<file path="src/rtl/hazard_stall_ctrl_if.sv">
// Bundle of ID-stage hazard inputs and stall/bubble/freeze outputs shared by
// the hazard controller (slave) and the pipeline that feeds it (master).
interface hazard_stall_ctrl_if #(
   parameter int REG_AW = 4,
   parameter int NSRC   = 3,
   parameter int CNT_W  = 16
);
   logic [NSRC*REG_AW-1:0] id_src;
   logic [NSRC-1:0]        id_src_vld;
   logic [REG_AW-1:0]      exe_dest;
   logic                   exe_wb_en;
   logic                   exe_mem_rd;
   logic [REG_AW-1:0]      mem_dest;
   logic                   mem_wb_en;
   logic                   mem_ready;
   logic                   fwd_en;
   logic                   stall;
   logic                   bubble;
   logic                   freeze;
   logic [CNT_W-1:0]       stall_cycles;
   logic [CNT_W-1:0]       freeze_cycles;

   modport master (
      output id_src, id_src_vld, exe_dest, exe_wb_en, exe_mem_rd,
             mem_dest, mem_wb_en, mem_ready, fwd_en,
      input  stall, bubble, freeze, stall_cycles, freeze_cycles
   );

   modport slave (
      input  id_src, id_src_vld, exe_dest, exe_wb_en, exe_mem_rd,
             mem_dest, mem_wb_en, mem_ready, fwd_en,
      output stall, bubble, freeze, stall_cycles, freeze_cycles
   );
endinterface

</file>
<file path="src/rtl/hazard_stall_ctrl.sv">
// ID-stage RAW/load-use hazard controller with multi-cycle load-use stall and
// memory-wait freeze. Define HAZARD_PERF_CNT_EN to build the perf counters.
module hazard_stall_ctrl #(
   parameter int REG_AW     = 4,
   parameter int NSRC       = 3,
   parameter int LOAD_STALL = 1,
   parameter int CNT_W      = 16
) (
   input logic               clk,
   input logic               rst,
   hazard_stall_ctrl_if.slave bus
);
   localparam int CW = (LOAD_STALL > 1) ? $clog2(LOAD_STALL + 1) : 1;
   localparam logic [CW-1:0] LU_INIT = CW'(LOAD_STALL - 1);
   localparam logic [CW-1:0] LU_ONE  = CW'(1);

   typedef enum logic [1:0] {IDLE, LU_WAIT} state_t;

   state_t        state;
   logic [CW-1:0] lu_cnt;
   logic          hit_exe;
   logic          hit_mem;
   logic          load_use;
   logic          raw_haz;
   logic          freeze;
   logic          stall;

   always_comb begin
      hit_exe = 1'b0;
      hit_mem = 1'b0;
      for (int i = 0; i < NSRC; i++) begin
         if (bus.id_src_vld[i] && bus.exe_wb_en &&
             (bus.id_src[i*REG_AW +: REG_AW] == bus.exe_dest))
            hit_exe = 1'b1;
         if (bus.id_src_vld[i] && bus.mem_wb_en &&
             (bus.id_src[i*REG_AW +: REG_AW] == bus.mem_dest))
            hit_mem = 1'b1;
      end
   end

   // With forwarding only a load in EXE cannot be bypassed in time.
   assign load_use = hit_exe & bus.exe_mem_rd;
   assign raw_haz  = bus.fwd_en ? load_use : (hit_exe | hit_mem);
   assign freeze   = ~bus.mem_ready & ~rst;
   assign stall    = ~rst & ((state == LU_WAIT) | raw_haz);

   assign bus.freeze = freeze;
   assign bus.stall  = stall;
   assign bus.bubble = stall & ~freeze;

   // The IDLE cycle that detects the load-use is the first stall cycle, so
   // LU_WAIT covers the remaining LOAD_STALL-1; a freeze holds everything.
   always_ff @(posedge clk) begin
      if (rst) begin
         state  <= IDLE;
         lu_cnt <= '0;
      end else if (!freeze) begin
         case (state)
            IDLE: begin
               if (bus.fwd_en && load_use && (LOAD_STALL > 1)) begin
                  state  <= LU_WAIT;
                  lu_cnt <= LU_INIT;
               end
            end
            LU_WAIT: begin
               lu_cnt <= lu_cnt - LU_ONE;
               if (lu_cnt == LU_ONE)
                  state <= IDLE;
            end
            default: begin
               state  <= IDLE;
               lu_cnt <= '0;
            end
         endcase
      end
   end

`ifdef HAZARD_PERF_CNT_EN
   logic [CNT_W-1:0] stall_cnt;
   logic [CNT_W-1:0] freeze_cnt;

   always_ff @(posedge clk) begin
      if (rst) begin
         stall_cnt  <= '0;
         freeze_cnt <= '0;
      end else begin
         if (stall && (stall_cnt != {CNT_W{1'b1}}))
            stall_cnt <= stall_cnt + 1'b1;
         if (freeze && (freeze_cnt != {CNT_W{1'b1}}))
            freeze_cnt <= freeze_cnt + 1'b1;
      end
   end

   assign bus.stall_cycles  = stall_cnt;
   assign bus.freeze_cycles = freeze_cnt;
`else
   assign bus.stall_cycles  = {CNT_W{1'b0}};
   assign bus.freeze_cycles = {CNT_W{1'b0}};
`endif
endmodule
</file>
<file path="src/flat_wrapper.sv">
// flat-port wrapper written by rule: the top's interface ports become plain ports
module hazard_stall_ctrl_flat 
#(
   parameter int REG_AW     = 4,
   parameter int NSRC       = 3,
   parameter int LOAD_STALL = 1,
   parameter int CNT_W      = 16
)
  (clk, rst, bus_id_src, bus_id_src_vld, bus_exe_dest, bus_exe_wb_en, bus_exe_mem_rd, bus_mem_dest, bus_mem_wb_en, bus_mem_ready, bus_fwd_en, bus_stall, bus_bubble, bus_freeze, bus_stall_cycles, bus_freeze_cycles);
  hazard_stall_ctrl_if #(.REG_AW(REG_AW), .NSRC(NSRC), .CNT_W(CNT_W)) bus_i ();
  input logic clk;
  input logic rst;
  input wire logic [$bits(bus_i.id_src)-1:0] bus_id_src;
  input wire logic [$bits(bus_i.id_src_vld)-1:0] bus_id_src_vld;
  input wire logic [$bits(bus_i.exe_dest)-1:0] bus_exe_dest;
  input wire logic [$bits(bus_i.exe_wb_en)-1:0] bus_exe_wb_en;
  input wire logic [$bits(bus_i.exe_mem_rd)-1:0] bus_exe_mem_rd;
  input wire logic [$bits(bus_i.mem_dest)-1:0] bus_mem_dest;
  input wire logic [$bits(bus_i.mem_wb_en)-1:0] bus_mem_wb_en;
  input wire logic [$bits(bus_i.mem_ready)-1:0] bus_mem_ready;
  input wire logic [$bits(bus_i.fwd_en)-1:0] bus_fwd_en;
  output wire logic [$bits(bus_i.stall)-1:0] bus_stall;
  output wire logic [$bits(bus_i.bubble)-1:0] bus_bubble;
  output wire logic [$bits(bus_i.freeze)-1:0] bus_freeze;
  output wire logic [$bits(bus_i.stall_cycles)-1:0] bus_stall_cycles;
  output wire logic [$bits(bus_i.freeze_cycles)-1:0] bus_freeze_cycles;
  assign bus_i.id_src = bus_id_src;
  assign bus_i.id_src_vld = bus_id_src_vld;
  assign bus_i.exe_dest = bus_exe_dest;
  assign bus_i.exe_wb_en = bus_exe_wb_en;
  assign bus_i.exe_mem_rd = bus_exe_mem_rd;
  assign bus_i.mem_dest = bus_mem_dest;
  assign bus_i.mem_wb_en = bus_mem_wb_en;
  assign bus_i.mem_ready = bus_mem_ready;
  assign bus_i.fwd_en = bus_fwd_en;
  assign bus_stall = bus_i.stall;
  assign bus_bubble = bus_i.bubble;
  assign bus_freeze = bus_i.freeze;
  assign bus_stall_cycles = bus_i.stall_cycles;
  assign bus_freeze_cycles = bus_i.freeze_cycles;
  hazard_stall_ctrl #(.REG_AW(REG_AW), .NSRC(NSRC), .LOAD_STALL(LOAD_STALL), .CNT_W(CNT_W)) u_core (.clk(clk), .rst(rst), .bus(bus_i));
endmodule
</file>
<file path="config.mk">
export PLATFORM = sky130hd
export DESIGN_NAME = hazard_stall_ctrl_flat
export DESIGN_NICKNAME = d
export VERILOG_FILES = /design/src/rtl/hazard_stall_ctrl_if.sv /design/src/rtl/hazard_stall_ctrl.sv /design/src/flat_wrapper.sv
export SDC_FILE = /design/constraint.sdc
export NUM_CORES = 1
export LEC_CHECK = 0
export CAP_MARGIN = 20
export CELL_PAD_IN_SITES_DETAIL_PLACEMENT = 0
export CELL_PAD_IN_SITES_GLOBAL_PLACEMENT = 1
export CORE_ASPECT_RATIO = 1.4
export CORE_UTILIZATION = 18
export DETAILED_ROUTE_END_ITERATION = 10
export PLACE_DENSITY = 0.91
export SLEW_MARGIN = 15
export SYNTH_ARGS = -nofsm -noshare
export SYNTH_HDL_FRONTEND = slang
export SYNTH_SLANG_ARGS = --single-unit
</file>
<file path="constraint.sdc">
create_clock -name clk -period 1.6 [get_ports clk]
set_input_delay 0.32 -clock clk [delete_from_list [all_inputs] [get_ports clk]]
set_output_delay 0.32 -clock clk [all_outputs]
set_load 0.02 [all_outputs]
</file>
==> results of run 1 <==
==> synthesized netlist by cell type (all sizes together) <==
library cell	count	area (sq um)
a21boi	1	7.510
and3	1	6.260
buf	32	240.2
conb	1	3.750
nand2	4	15.01
nand4	3	18.77
nor2	2	7.510
nor2b	1	6.260
nor3	1	10.01
nor3b	3	22.52
nor4	4	31.28
o21ai	1	5.000
xnor2	11	96.34
xor2	13	113.9
==> cell type report <==
class,instances,area (sq um)
repair buffers,37,330.3
multi-input cells,77,593.1
well taps,39,48.80
fillers,329,2121
==> repair_timing <==
item                       4_1_cts  5_1_grt
cloned                           0        0
resized for setup              152        7
setup endpoints to repair        3        2
setup buffers                    0        1
pin swaps                       26        8
hold endpoints to repair         0        0
==> through the flow <==
step | cell area (sq um) | setup TNS [ns] | power, mW | utilization, % | instances
floorplan | 704.4 | 0 | 0.1860 | - | 109
global placement | 863.3 | -2.106 | 0.2404 | 27.91 | 152
detailed placement | 863.3 | -2.131 | 0.2409 | 27.91 | 152
CTS | 917.1 | -0.1594 | 0.2543 | 29.65 | 152
global route | 972.2 | -0.4406 | 0.2914 | 31.43 | 153
finish | 972.2 | -0.2072 | 0.2744 | 31.43 | 153
==> layout by cell type (no fill, tap or decap), drive strengths merged <==
cell and instances:
xnor2 11, a21boi 1, nor2 2, dlygate4sd2 4
xor2 13, nand4 3, clkdlybuf4s15 1, and3 1
nor4 4, o21ai 1, clkdlybuf4s50 1, nor2b 1
buf 31, nand2 4, conb 32, nor3 1
nor3b 3
==> routing by layer <==
metal	wire (um)	GRT usage (%)
met5	0	0
met4	21	0.9524
met3	162	0.6579
met2	831	16.74
met1	491	8.621
==> cell families (layout without fill, tap and decap cells) <==
| group | after synthesis | in the layout | share of synthesized area (%) |
|---|---|---|---|
| AO/OA/AOI/OAI | 2 | 2 | 2.141 |
| AND/OR/NAND/NOR | 19 | 19 | 20.13 |
| other | 1 | 32 | 0.6418 |
| XOR/XNOR | 24 | 24 | 35.97 |
| buffers and inverters | 32 | 37 | 41.11 |
==> report_power, final <==
| group | leakage, nW | internal [mW] | switching (mW) |
|---|---|---|---|
| sequential | 0 | 0 | 0 |
| combinational | 0.476 | 0.121 | 0.154 |
| clock | 0 | 0 | 0 |
==> final timing paths <==
kind / to / slack, ns / cells past startpoint
worst max-delay path: bus_bubble / -0.14 / 7
worst min-delay path: bus_freeze / 1.08 / 3
==> flow_summary.yaml, run 1 <==
run_status:
  run_status: "finished with violations"
  violations: "negative setup slack"
route:
  antenna_left: 0
  remaining_drc_errors: 0
  drtIter0Drc: 1
  routedWlPerCell_um: 9.843
  firstDrtPassIters: 3
  vias: 541
  postRouteWirelength_mm: 1.506
  vias_per_cell: 3.536
setup_path:
  startpoint_type: "input pin"
  cp_top_family: "simple AND/OR/NAND/NOR gates"
  worstPathArrival_ns: 1.42
  worstPathMaxFanout: 2
  crit_top_cell: "buf_6"
  crit_path_end_kind: "output pin"
  path_class: "input pin to output pin"
  required_ns: 1.28
  startpoint: "bus_id_src[7]"
  critPathMaxStageDelay_ns: 0.27
  cp_cell_sequence: "buf_6, xor2_1, nor4_2, and3_1, nor4_4, a21boi_2, buf_6"
  crit_buf_inv: 2
  cp_slowest_cell: "nor4_2"
hold_path:
  hp-start: "rst"
  min_path_type: "input pin to output pin"
cells_and_area:
  area_delta_synth_final_pct: 66.38
  seq_cells: 0
  nClkBuffers: 0
  regArea_sq_um: 0
  final_nets: 146
  diodes: 0
  drive_gt1_share_pct: 42.98
yosys:
  synth_area_sq_um: 584.3
  netlist_instances: 78
  yosysSeqAreaShare_pct: 0
  synth.distinct_cells: 15
  syn_avg_cell_area_sq_um: 7.491
  ys_warn_count: 0
floorplan:
  ioPinCount: 65
  start_util_pct: 18.89
  fp-row-count: 24
  die_h_um: 69.42
  coreArea_sq_mm: 0.003093
  die_width_um: 50.15
  die-area_sq_mm: 0.003481
timing:
  finalHoldViolations: 0
  finalWorstSetupSlack_ns: -0.1412
  min_period_over_period_pct: 108.8
  drv_slew: 0
  grt_setup_unrepaired: "yes"
  max_freq_ghz: 0.5743
  setup_violations: 2
  layout_min_cycle_time_ns: 1.741
  hold_slack_ns: 1.083
global_routing:
  grt_pass1_wl_mm: 2.249
  grt_remaining_overflow: 0
  antenna_found_initial: 0
  grt_max_degree: 4
  grtUsageTotal_pct: 8.142
  grt_pass1_vias: 525
power:
  p_leak_nw: 0.4756
  p_per_area_mw_per_mm2: 282.2
  peakVddDrop_uv: 111.9
flow_run:
  max-cap-violations: 0
clock_tree:
  ctsHoldBuffers: 0
place:
  port_buffers: 32
  dpl.hpwl_mm: 1.192
  post-place-ws_ns: -0.9825
  gp_congestion: 0.7682
(Power assumes the default switching activity.)
==> run 2, diff against run 1 <==
Settings changed: CORE_ASPECT_RATIO 1.4 to 0.6.
==> run 2 against run 1 <==
Net effect: the run still ends with negative setup slack left; maximum frequency about the same; final area up 1.5%; via count down 1.3%; non-clock buffer count up 2; wire length up 1.7%; critical path depth unchanged; count of clock-buffer cells in the layout unchanged; total power down 1.2%; worst setup slack worse by 0.00052 ns; sequential share of layout area unchanged; critical path type unchanged; critical endpoint unchanged; highest routed layer is now met3.
==> flow_summary.yaml, run 2 (synthesis results as in run 1) <==
route:
  postRouteWirelength_mm: 1.532
  vias: 534
  routedWlPerCell_um: 9.696
  firstDrtPassIters: 2
  antenna_left: 0
  remaining_drc_errors: 0
  vias_per_cell: 3.380
  drtIter0Drc: 3
timing:
  max_freq_ghz: 0.5741
  finalHoldViolations: 0
  layout_min_cycle_time_ns: 1.742
  setup_violations: 2
  finalWorstSetupSlack_ns: -0.1418
  hold_slack_ns: 1.169
  drv_slew: 0
  grt_setup_unrepaired: "yes"
  min_period_over_period_pct: 108.9
power:
  p_total_mw: 0.2712
  peakVddDrop_uv: 85.39
  p_leak_nw: 0.4746
  p_per_area_mw_per_mm2: 274.7
cells_and_area:
  multi_input_area_sq_um: 594.3
  fill_cells: 331
  final_cell_mix: "32 x conb_1, 10 x buf_2, 10 x buf_6"
  nClkBuffers: 0
  area_delta_synth_final_pct: 68.95
  fin_area_sq_um: 987.2
  regArea_sq_um: 0
  post-route-util_pct: 33.08
  layout_commonest_cell: "conb_1"
  seq_cells: 0
  drive_gt1_share_pct: 42.24
  final_nets: 148
  diodes: 0
setup_path:
  path_class: "input pin to output pin"
  critPathMaxStageDelay_ns: 0.28
  worstPathMaxFanout: 2
  startpoint_type: "input pin"
  worstPathArrival_ns: 1.42
  cp_slowest_cell: "nor4_1"
  cp_cell_sequence: "buf_8, xor2_2, nor4_1, and3_4, nor4_4, a21boi_2, buf_6"
  required_ns: 1.28
  crit_path_end_kind: "output pin"
run_status:
  violations: "negative setup slack"
  run_status: "finished with violations"
floorplan:
  ioPinCount: 65
  fp-row-count: 15
  die_h_um: 46.13
  die-area_sq_mm: 0.003485
  die_width_um: 75.56
  coreArea_sq_mm: 0.002984
  start_util_pct: 19.58
flow_run:
  max-cap-violations: 0
place:
  dpl.hpwl_mm: 1.302
  port_buffers: 32
  gp_congestion: 0.7989
  post-place-ws_ns: -0.9770
  dpl-instance-area_sq_um: 882.1
hold_path:
  min_path_type: "input pin to output pin"
clock_tree:
  ctsHoldBuffers: 0
global_routing:
  antenna_found_initial: 0
  grt_remaining_overflow: 0
  grt_pass1_wl_mm: 2.173
  grt_max_degree: 4
  grtUsageTotal_pct: 8.353
  grt_pass1_vias: 462
## run 2: cell count changes in the layout (fill, tap and decap cells not counted), sizes merged
| cell | previous run | this run |
|---|---|---|
| clkdlybuf4s15 | 1 | 4 |
| buf | 31 | 29 |
| dlygate4sd2 | 4 | 5 |
## run 2: metrics by stage
stage          instances  TNS, ns
2_1_floorplan        109        0
3_3_place_gp         157   -2.295
3_5_place_dp         157   -2.282
4_1_cts              158  -0.2302
5_1_grt              158  -0.3369
6_report             158  -0.2188
## run 2: layout make-up
cell class / instances / share of cell area (%)
well taps: 42 / 5.323
multi-input cells: 77 / 60.20
repair buffers: 39 / 34.47
## run 2: power breakdown
part | switching (mW) | internal [mW]
Sequential | 0 | 0
Clock | 0 | 0
Combinational | 0.155 | 0.117
## run 2: path summary, 6_finish.rpt
| path | start | end | slack [ns] | depth (start not counted) |
|---|---|---|---|---|
| min | rst | bus_freeze | 1.17 | 4 |
| max | bus_id_src[4] | bus_bubble | -0.14 | 7 |
## run 2: timing repair
item | CTS | global route
pin swaps | 23 | 14
endpoints found under the setup margin | 3 | 2
gates cloned | 0 | 0
buffers inserted | 2 | 0
gates resized for setup | 126 | 20
## run 2: metal layers
metal / GRT usage (%) / up-vias / wire length [um]
met5: 0 / - / 0
met4: 0 / 0 / 0
met3: 1.313 / 0 / 100
met2: 12.68 / 21 / 670
met1: 13.00 / 249 / 760
li1: - / 264 / -
## run 2: worst max-delay path: cells and delay by family
| family | cells | cell delay (ns) |
|---|---|---|
| xor+xnor | 1 | 0.17 |
| buf+inv | 2 | 0.23 |
| compound gates | 1 | 0.15 |
| simple gates | 3 | 0.56 |
